$ cat src/rtl/mem_arbiter.sv
// Two-port arbiter sharing one single-port synchronous RAM between instruction fetch and data.
// Data wins by default; a wait counter bounds how long a pending fetch can be starved.
module mem_arbiter #(
  parameter int unsigned AW       = 10,
  parameter int unsigned MAX_WAIT = 4
) (
  input  logic          clk,
  input  logic          reset,
  input  logic          i_req,
  input  logic [31:0]   i_addr,
  output logic          i_ready,
  output logic [31:0]   i_rdata,
  input  logic          d_req,
  input  logic          d_we,
  input  logic [31:0]   d_addr,
  input  logic [31:0]   d_wdata,
  output logic          d_ready,
  output logic [31:0]   d_rdata,
  output logic          mem_en,
  output logic          mem_we,
  output logic [AW-1:0] mem_addr,
  output logic [31:0]   mem_wdata,
  input  logic [31:0]   mem_rdata
);

  localparam logic [3:0] MaxWait = 4'(MAX_WAIT);

  typedef enum logic [1:0] {StIdle, StAccI, StAccD} state_e;

  state_e     state_q, state_d;
  logic [3:0] wait_q, wait_d;
  logic       d_we_q, d_we_d;
  logic       grant_i, grant_d;

  logic unused_addr_bits;
  assign unused_addr_bits = ^{i_addr[31:AW+2], i_addr[1:0], d_addr[31:AW+2], d_addr[1:0]};

  // Grants are gated by reset so the RAM never sees a strobe while held in reset.
  always_comb begin
    grant_i = 1'b0;
    grant_d = 1'b0;
    if (reset && (state_q == StIdle)) begin
      if (d_req && !(i_req && (wait_q == MaxWait))) begin
        grant_d = 1'b1;
      end else if (i_req) begin
        grant_i = 1'b1;
      end
    end
  end

  always_ff @(posedge clk or negedge reset) begin
    if (!reset) begin
      state_q <= StIdle;
      wait_q  <= '0;
      d_we_q  <= 1'b0;
    end else begin
      state_q <= state_d;
      wait_q  <= wait_d;
      d_we_q  <= d_we_d;
    end
  end

  always_comb begin
    state_d = state_q;
    wait_d  = wait_q;
    d_we_d  = d_we_q;
    unique case (state_q)
      StIdle: begin
        if (grant_d) begin
          state_d = StAccD;
          d_we_d  = d_we;
        end else if (grant_i) begin
          state_d = StAccI;
        end
        if (grant_i || !i_req) begin
          wait_d = '0;
        end else if (grant_d && (wait_q < MaxWait)) begin
          wait_d = wait_q + 4'd1;
        end
      end
      StAccI, StAccD: state_d = StIdle;
      default:        state_d = StIdle;
    endcase
  end

  always_comb begin
    mem_en    = grant_i | grant_d;
    mem_we    = grant_d & d_we;
    mem_addr  = '0;
    mem_wdata = '0;
    if (grant_d) begin
      mem_addr  = d_addr[AW+1:2];
      mem_wdata = d_wdata;
    end else if (grant_i) begin
      mem_addr = i_addr[AW+1:2];
    end
    i_ready = reset && (state_q == StAccI);
    d_ready = reset && (state_q == StAccD);
    i_rdata = i_ready ? mem_rdata : '0;
    // Write completions return zero data; the access type was latched at issue.
    d_rdata = (d_ready && !d_we_q) ? mem_rdata : '0;
  end

endmodule

$ cat config.mk
export PLATFORM = sky130hd
export DESIGN_NAME = mem_arbiter
export DESIGN_NICKNAME = d
export VERILOG_FILES = /design/src/rtl/mem_arbiter.sv
export SDC_FILE = /design/constraint.sdc
export NUM_CORES = 1
export LEC_CHECK = 0
export CORE_AREA = 2 2 94 96
export CTS_CLUSTER_DIAMETER = 120
export DETAILED_ROUTE_END_ITERATION = 16
export DIE_AREA = 0 0 96 98
export GPL_TIMING_DRIVEN = 0
export HOLD_SLACK_MARGIN = 0.1
export SYNTH_ARGS = -nofsm -noshare
export SYNTH_HDL_FRONTEND = slang
export SYNTH_SLANG_ARGS = --single-unit
$ cat constraint.sdc
create_clock -name clk -period 2.8 [get_ports clk]
set_clock_uncertainty 0.1 [all_clocks]
set_input_delay 0.84 -clock clk [delete_from_list [all_inputs] [get_ports clk]]
set_output_delay 0.84 -clock clk [all_outputs]
set_load 0.02 [all_outputs]
# Word level (Yosys, flattened, before mapping)
# Index checks and enable logic that the tools add are counted.
# totals
regBits,7
inputBits,133
output_inout_bits,110
# op_classes
n_addsub,1
order_cmp,1
eq_ne,4
muxes,15
bitwise,2
n_reduce_logical,15
# op_table
cell,count
$mux W32,3
$mux W10,2
$mux W4,2
$logic_and A1 B1 Y1,7
$mux W2,3
$mux W1,5
$add A4 B1 Y4 const B,1
$eq A4 B3 Y1 const B,1
$lt A4 B3 Y1 const B,1
$reduce_and A2 Y1,2
$logic_not A1 Y1,3
$ne A3 B3 Y1 const B,1
$eq A2 B1 Y1 const B,1
$eq A2 B2 Y1 const B,1
$logic_not A2 Y1,1
$reduce_bool A2 Y1,1
$and A1 B1 Y1,1
$logic_or A1 B1 Y1,1
$or A1 B1 Y1,1

# Logic depth before layout (Yosys ltp)
# Gate-level depths: netlist of the first run.
# logic_depth
ltp_word,9
depth_mapped,7
ltp_nobuf,6

# Worst setup path after synthesis of the first run
# No wires, ideal clock.
# synth_path
kind,input port to output port
startpoint,input i_req
endpoint,output mem_addr[0]
t_arrival_ps,1857
t_required_ps,1860
setup_slack_ps,3
stages,5
path_buffers,1
cell_sequence,inv_1 -> o41ai_4 -> nor3b_2 -> buf_6 -> a22o_2
# synth_via
elab_chain_len,7
elab_cells_between_ends,10
cone_classes,mux: 7; reduce/logical: 3
# synth_lines
item,line,source
from (decl),9,"input logic i_req,"
$logic_and A1 B1 Y1,43,if (d_req && !(i_req && (wait_q == MaxWait))) begin
$logic_not A1 Y1,43,
$logic_and A1 B1 Y1,43,
$mux W1,43,
$mux W1,42,if (reset && (state_q == StIdle)) begin
$mux W10,94,end else if (grant_i) begin
$mux W10 (*),91,if (grant_d) begin
to (decl),21,"output logic [AW-1:0] mem_addr,"
# Mark *: on every way between the ends. The rest lies on a longest branch, timed or not.

# Final worst setup path of the first run
# layout_path
startpoint,input i_req
endpoint,output mem_wdata[18]
# layout_via
elab_chain_len,6
# layout_lines
item,line,source
$logic_and A1 B1 Y1,43,
$logic_not A1 Y1,43,
$logic_and A1 B1 Y1,43,
$mux W1,43,
$mux W1,42,
$mux W32,91,
to (decl),22,"output logic [31:0] mem_wdata,"
# No other way between the ends.

==> flow_summary.yaml, run 1 <==
synthesis:
  ys_ff_latch: 7
  seq_area_frac_synth: 0.152
  avgSynthCellArea_um2: 7.43
  synth_top_area_share: 0.532
  synthTopCellsByArea: "and2_1, dfrtp_1, a22o_2"
  synth_area_mm2: 0.00115
  postSynthCellCount: 155
  yosysWarnings: 0
  ys_types: 23
  synth_fp_nets: 290
  synth_area_leader_cell: "and2_1"
final_layout:
  final_cell_area_mm2: 0.00417
  drive_above_1_share: 0.628
  final_common_cell: "buf_6"
  layout.cells.non_filler: 511
  nets: 539
  layout_common_cells: "buf_6, clkdlybuf4s50_1, and2_4"
  area_growth_pct: 262
  n_antenna_cell: 0
route:
  vias_per_cell: 4.00
  num_vias: 2045
  drtAntennaViolNets: 0
  wirelength_mm: 7.01
  first_pass_iters: 3
  drt_iter0_drc: 8
  routedWlPerCell_um: 13.7
  drc: 0
grt:
  antenna_found_initial: 0
  grt-ovfl-total: 0
  grt_pass1_vias: 2174
  grt_usage: 0.136
  grt_pass1_wl_mm: 10.2
  grt_start_max_net_pins: 11
sta:
  drv_slew: 0
  setup_viol: 46
  period_share: 1.06
  final_hold_viol_count: 0
  rsz0062_at_grt: "true"
  worst_pin_slew_ns: 0.346
  slew-limit-headroom: 0.770
  period_needed_ns: 2.96
  fmax_ghz: 0.338
  worst_slack_ns: -0.158
placement:
  portBuffers: 198
  place_inst: 461
  dp_hpwl_mm: 5.10
  place_congestion: 0.741
  placed_area_mm2: 0.00327
die:
  start_util: 0.136
  io_pins: 243
  dieArea_mm2: 0.00941
  core_area_mm2: 0.00847
  row_count: 34
  die-height_um: 98
  die_w_um: 96
clock_network:
  clk_pin_slew_worst_paths_ns: 0.04
  cts_sinks: 7
  worstSkewPairLatency_ns: 0.23
  h-tree-depth: 1
  cts_buffers: 3
  root_buffer: "clkbuf_8"
  cts_tree: "yes"
  cts_max_path_buffers: 2
  ctsHoldBuffers: 0
setup_path:
  crit_chain: "buf_8 -> inv_8 -> o41ai_4 -> buf_4 -> nor2_4 -> buf_6 -> buf_12 -> buf_8 -> and2_4 -> buf_6"
  crit_path_max_incr_delay_ns: 0.21
  start_kind: "input pin"
  rr_startpoint: "wait_q[0]"
  startpoint: "i_req"
  path_max_fanout: 5
  cp_top_family: "buffers and inverters"
  crit_buf_inv: 7
  cp_slowest_cell: "o41ai_4"
  r2r_slack_ns: 0.79
  required_ns: 1.86
  crit_arrival_ns: 2.02
  crit_type: "in -> out"
  crit_path_end_kind: "primary output"
power:
  p_per_area_mw_per_mm2: 189
  total_power_uw: 789
  p_leak_nw: 2.03
  vdd_drop_max_uv: 134
run_status:
  violations: "setup timing"
  status: "finished with violations"
job:
  max_cap_viol_count: 0
min_path:
  hp-class: "in -> async"
-- Yosys cell counts --
cell type,count
dfrtp_1,7
buf_2,1
a22o_2,9
nor2b_1,1
nor4_1,1
and2_1,98
inv_1,5
clkbuf_1,8
nor3b_2,1
buf_6,2
a21oi_1,2
ha_1,2
inv_2,1
o22ai_1,1
and3b_1,1
nand2_1,4
o41ai_4,1
a22o_1,2
mux2_2,2
nor2_1,3
a32o_1,1
nor2_2,1
o221ai_1,1
-- final timing paths --
path / end / cells past startpoint
min in group clk: d_we_q / 1
worst max-delay path: mem_wdata[18] / 10
worst max register to register: d_we_q / 10
worst min register to register: d_we_q / 1
worst min-delay path: state_q[0] / 2
max in group asynchronous: state_q[1] / 3
-- registers in the layout, summed over array words and instances (netlist names) --
signal	count
d_we_q	1
wait_q	4
state_q	2
-- per-layer routing --
metal,global-route usage,vias up,share of wire
li1,-,992,-
met1,0.123,918,0.32
met2,0.279,131,0.55
met3,0.0448,4,0.12
met4,0.0253,0,0.0077
met5,0,-,0
-- stage by stage --
stage          setup slack [ns]  utilization  hold WS, ns  setup TNS, ns
4_1_cts                  -0.170        0.477        0.378          -4.76
3_3_place_gp              -1.56        0.386        0.395        -154.68
6_report                 -0.158        0.492        0.380          -4.82
5_1_grt                  -0.216        0.492        0.376          -8.13
3_5_place_dp              -1.59        0.386        0.414        -157.22
2_1_floorplan           0.00261            -        0.381              0
-- report_power, final --
group          leakage, nW  switching, mW  internal [mW]
Combinational         1.92          0.195          0.335
Clock               0.0228         0.0464         0.0987
Sequential          0.0937        0.00622          0.108
-- cell families (layout without fill, tap and decap cells) --
logic type                 Yosys count  after routing  synth area share
and+or+nand+nor                    110            110             0.590
adders and majority gates            2              2            0.0217
DFF                                  7              7             0.152
muxes                                2              2            0.0195
buffers and inverters               17            265            0.0695
AOI/OAI and AO/OA                   17             17             0.148
-- what timing repair did --
action,in CTS,in global routing
setup endpoints to repair,110,105
hold endpoints to repair,0,0
pin swaps,45,23
buffers inserted,34,5
cloned,7,2
gates resized for setup,634,107
-- layout make-up --
type | instances | area, um2
inverter | 6 | 32.5
clock buffer | 4 | 45.0
tap | 108 | 135
buffer | 11 | 153
multi-input combinational | 131 | 1170
sequential | 7 | 175
fill | 817 | 4300
timing repair buffer | 244 | 2460
(Power assumes the default switching activity.)
==> run 2, diff against run 1 <==
--- a/config.mk
+++ b/config.mk
@@ -6,6 +6,7 @@
 export NUM_CORES = 1
 export LEC_CHECK = 0
 export CORE_AREA = 2 2 94 96
+export CTS_BUF_LIST = sky130_fd_sc_hd__clkbuf_4 sky130_fd_sc_hd__clkbuf_8 sky130_fd_sc_hd__clkbuf_16
 export CTS_CLUSTER_DIAMETER = 120
 export DETAILED_ROUTE_END_ITERATION = 16
 export DIE_AREA = 0 0 96 98
==> flow_summary.yaml, run 2 (same netlist as run 1, synthesis figures left out) <==
final_layout:
  reg.largest.list: "wait_q x4, state_q x2, d_we_q x1"
  fillers: 815
  drive_above_1_share: 0.630
  nets: 539
  largest_reg_flops: 4
  area_growth_pct: 262
  n_antenna_cell: 0
  final_common_cell: "buf_6"
  final_util: 0.493
  layout_common_cells: "buf_6, clkdlybuf4s50_1, and2_4"
  regMostFlops: "wait_q"
setup_path:
  crit_path_end_kind: "primary output"
  required_ns: 1.86
  start_kind: "input pin"
  crit_type: "in -> out"
  rr_startpoint: "wait_q[0]"
  r2r-end: "d_we_q"
  crit_arrival_ns: 2.02
  path_max_fanout: 5
  r2r_slack_ns: 0.79
  r2r_cells: 10
  crit_chain: "buf_8 -> inv_8 -> o41ai_4 -> buf_4 -> nor2_4 -> buf_6 -> buf_12 -> buf_8 -> and2_4 -> buf_6"
  cp_slowest_cell: "o41ai_4"
  crit_path_max_incr_delay_ns: 0.21
power:
  pwr-share-comb: 0.663
  total_power_uw: 799
  vdd_drop_max_uv: 134
  pwr-share-clk: 0.194
  internal_power_uw: 552
  seqPwrFrac: 0.143
  switching_share: 0.310
  p_leak_nw: 2.04
  p_per_area_mw_per_mm2: 192
  p_sw_uw: 247
sta:
  period_share: 1.06
  slew-limit-headroom: 0.770
  drv_slew: 0
  worst_pin_slew_ns: 0.346
  fmax_ghz: 0.338
  rsz0062_at_grt: "true"
  final_hold_viol_count: 0
  worst_slack_ns: -0.158
  setup_viol: 46
  period_needed_ns: 2.96
die:
  core_area_mm2: 0.00847
  die-height_um: 98
  die_w_um: 96
  dieArea_mm2: 0.00941
  row_count: 34
  io_pins: 243
  start_util: 0.136
clock_network:
  h-tree-depth: 1
  cts_sinks: 7
  cts_buffers: 3
  worstSkewPairLatency_ns: 0.23
  root_buffer: "clkbuf_8"
  clk_pin_slew_worst_paths_ns: 0.04
  cts_tree: "yes"
  cts_max_path_buffers: 2
  ctsHoldBuffers: 0
route:
  first_pass_iters: 3
  wirelength_mm: 7.02
  routedWlPerCell_um: 13.7
  vias_per_cell: 4.01
  drt_iter0_drc: 8
  drc: 0
  drtAntennaViolNets: 0
  num_vias: 2049
placement:
  dp_hpwl_mm: 5.10
  place_congestion: 0.741
  portBuffers: 198
  pre_cts_ws_ns: -1.59
run_status:
  violations: "setup timing"
  status: "finished with violations"
grt:
  grt_pass1_vias: 2179
  grt-ovfl-total: 0
  antenna_found_initial: 0
  grt_usage: 0.136
  grt_start_max_net_pins: 11
  grt_pass1_wl_mm: 10.2
job:
  max_cap_viol_count: 0
min_path:
  hp-class: "in -> async"
## run 2: cell count changes in the layout (fill, tap and decap cells not counted)
cell      previous run  this run
clkbuf_1             1         0
clkbuf_4             0         1
## run 2: area by class of cell
cell class	instances	area [um2]	share of cell area
clock buffers	4	48.8	0.0117
plain buffers	11	153	0.0366
multi-input cells	131	1170	0.280
flip-flops and latches	7	175	0.0420
well taps	108	135	0.0324
repair buffers	244	2460	0.590
inverters	6	32.5	0.00780
## run 2: worst max path at each step
stage	start	endpoint	slack, ns	depth (start not counted)
6_report	i_req	mem_wdata[18]	-0.16	10
5_1_grt	wait_q[1]	mem_addr[0]	-0.22	9
4_1_cts	i_req	mem_wdata[26]	-0.17	10
3_5_place_dp	reset	d_rdata[21]	-1.59	6
3_3_place_gp	reset	d_rdata[28]	-1.56	6
2_1_floorplan	i_req	mem_addr[0]	0.003	5
## run 2: timing repair
| item | 4_1_cts | 5_1_grt |
|---|---|---|
| cloned | 7 | 2 |
| gates resized for setup | 634 | 107 |
| setup buffers | 34 | 5 |
| setup endpoints to repair | 110 | 105 |
| hold endpoints to repair | 0 | 0 |
| pin swaps | 45 | 23 |
## run 2: critical path, delay by kind of cell
kind                   cells  cell delay (ns)
buffers and inverters      7             0.77
AOI/OAI and AO/OA          1             0.21
and+or+nand+nor            2             0.18
## run 2: per-layer routing
| layer | vias up | global-route usage | part of all wire |
|---|---|---|---|
| li1 | 993 | - | - |
| met1 | 921 | 0.123 | 0.32 |
| met2 | 131 | 0.279 | 0.55 |
| met3 | 4 | 0.0448 | 0.12 |
| met4 | 0 | 0.0253 | 0.0077 |
| met5 | - | 0 | 0 |
## run 2: stage by stage
stage	std cells	cell area [um2]	hold WS (ns)	setup TNS, ns
final	511	4170	0.380	-4.83
after global routing	511	4170	0.376	-8.14
after CTS	506	4040	0.377	-4.76
after detailed placement	461	3270	0.414	-157.22
after global placement	461	3270	0.395	-154.68
after floorplan	155	1150	0.381	0
## run 2: power by group through the flow
stage | Sequential [mW] | Clock (mW) | Combinational, mW
final | 0.114 | 0.155 | 0.530
after CTS | 0.114 | 0.158 | 0.494
after floorplan | 0.112 | 0 | 0.139
after detailed placement | 0.113 | 0 | 0.377
after global routing | 0.115 | 0.166 | 0.560
after global placement | 0.113 | 0 | 0.373
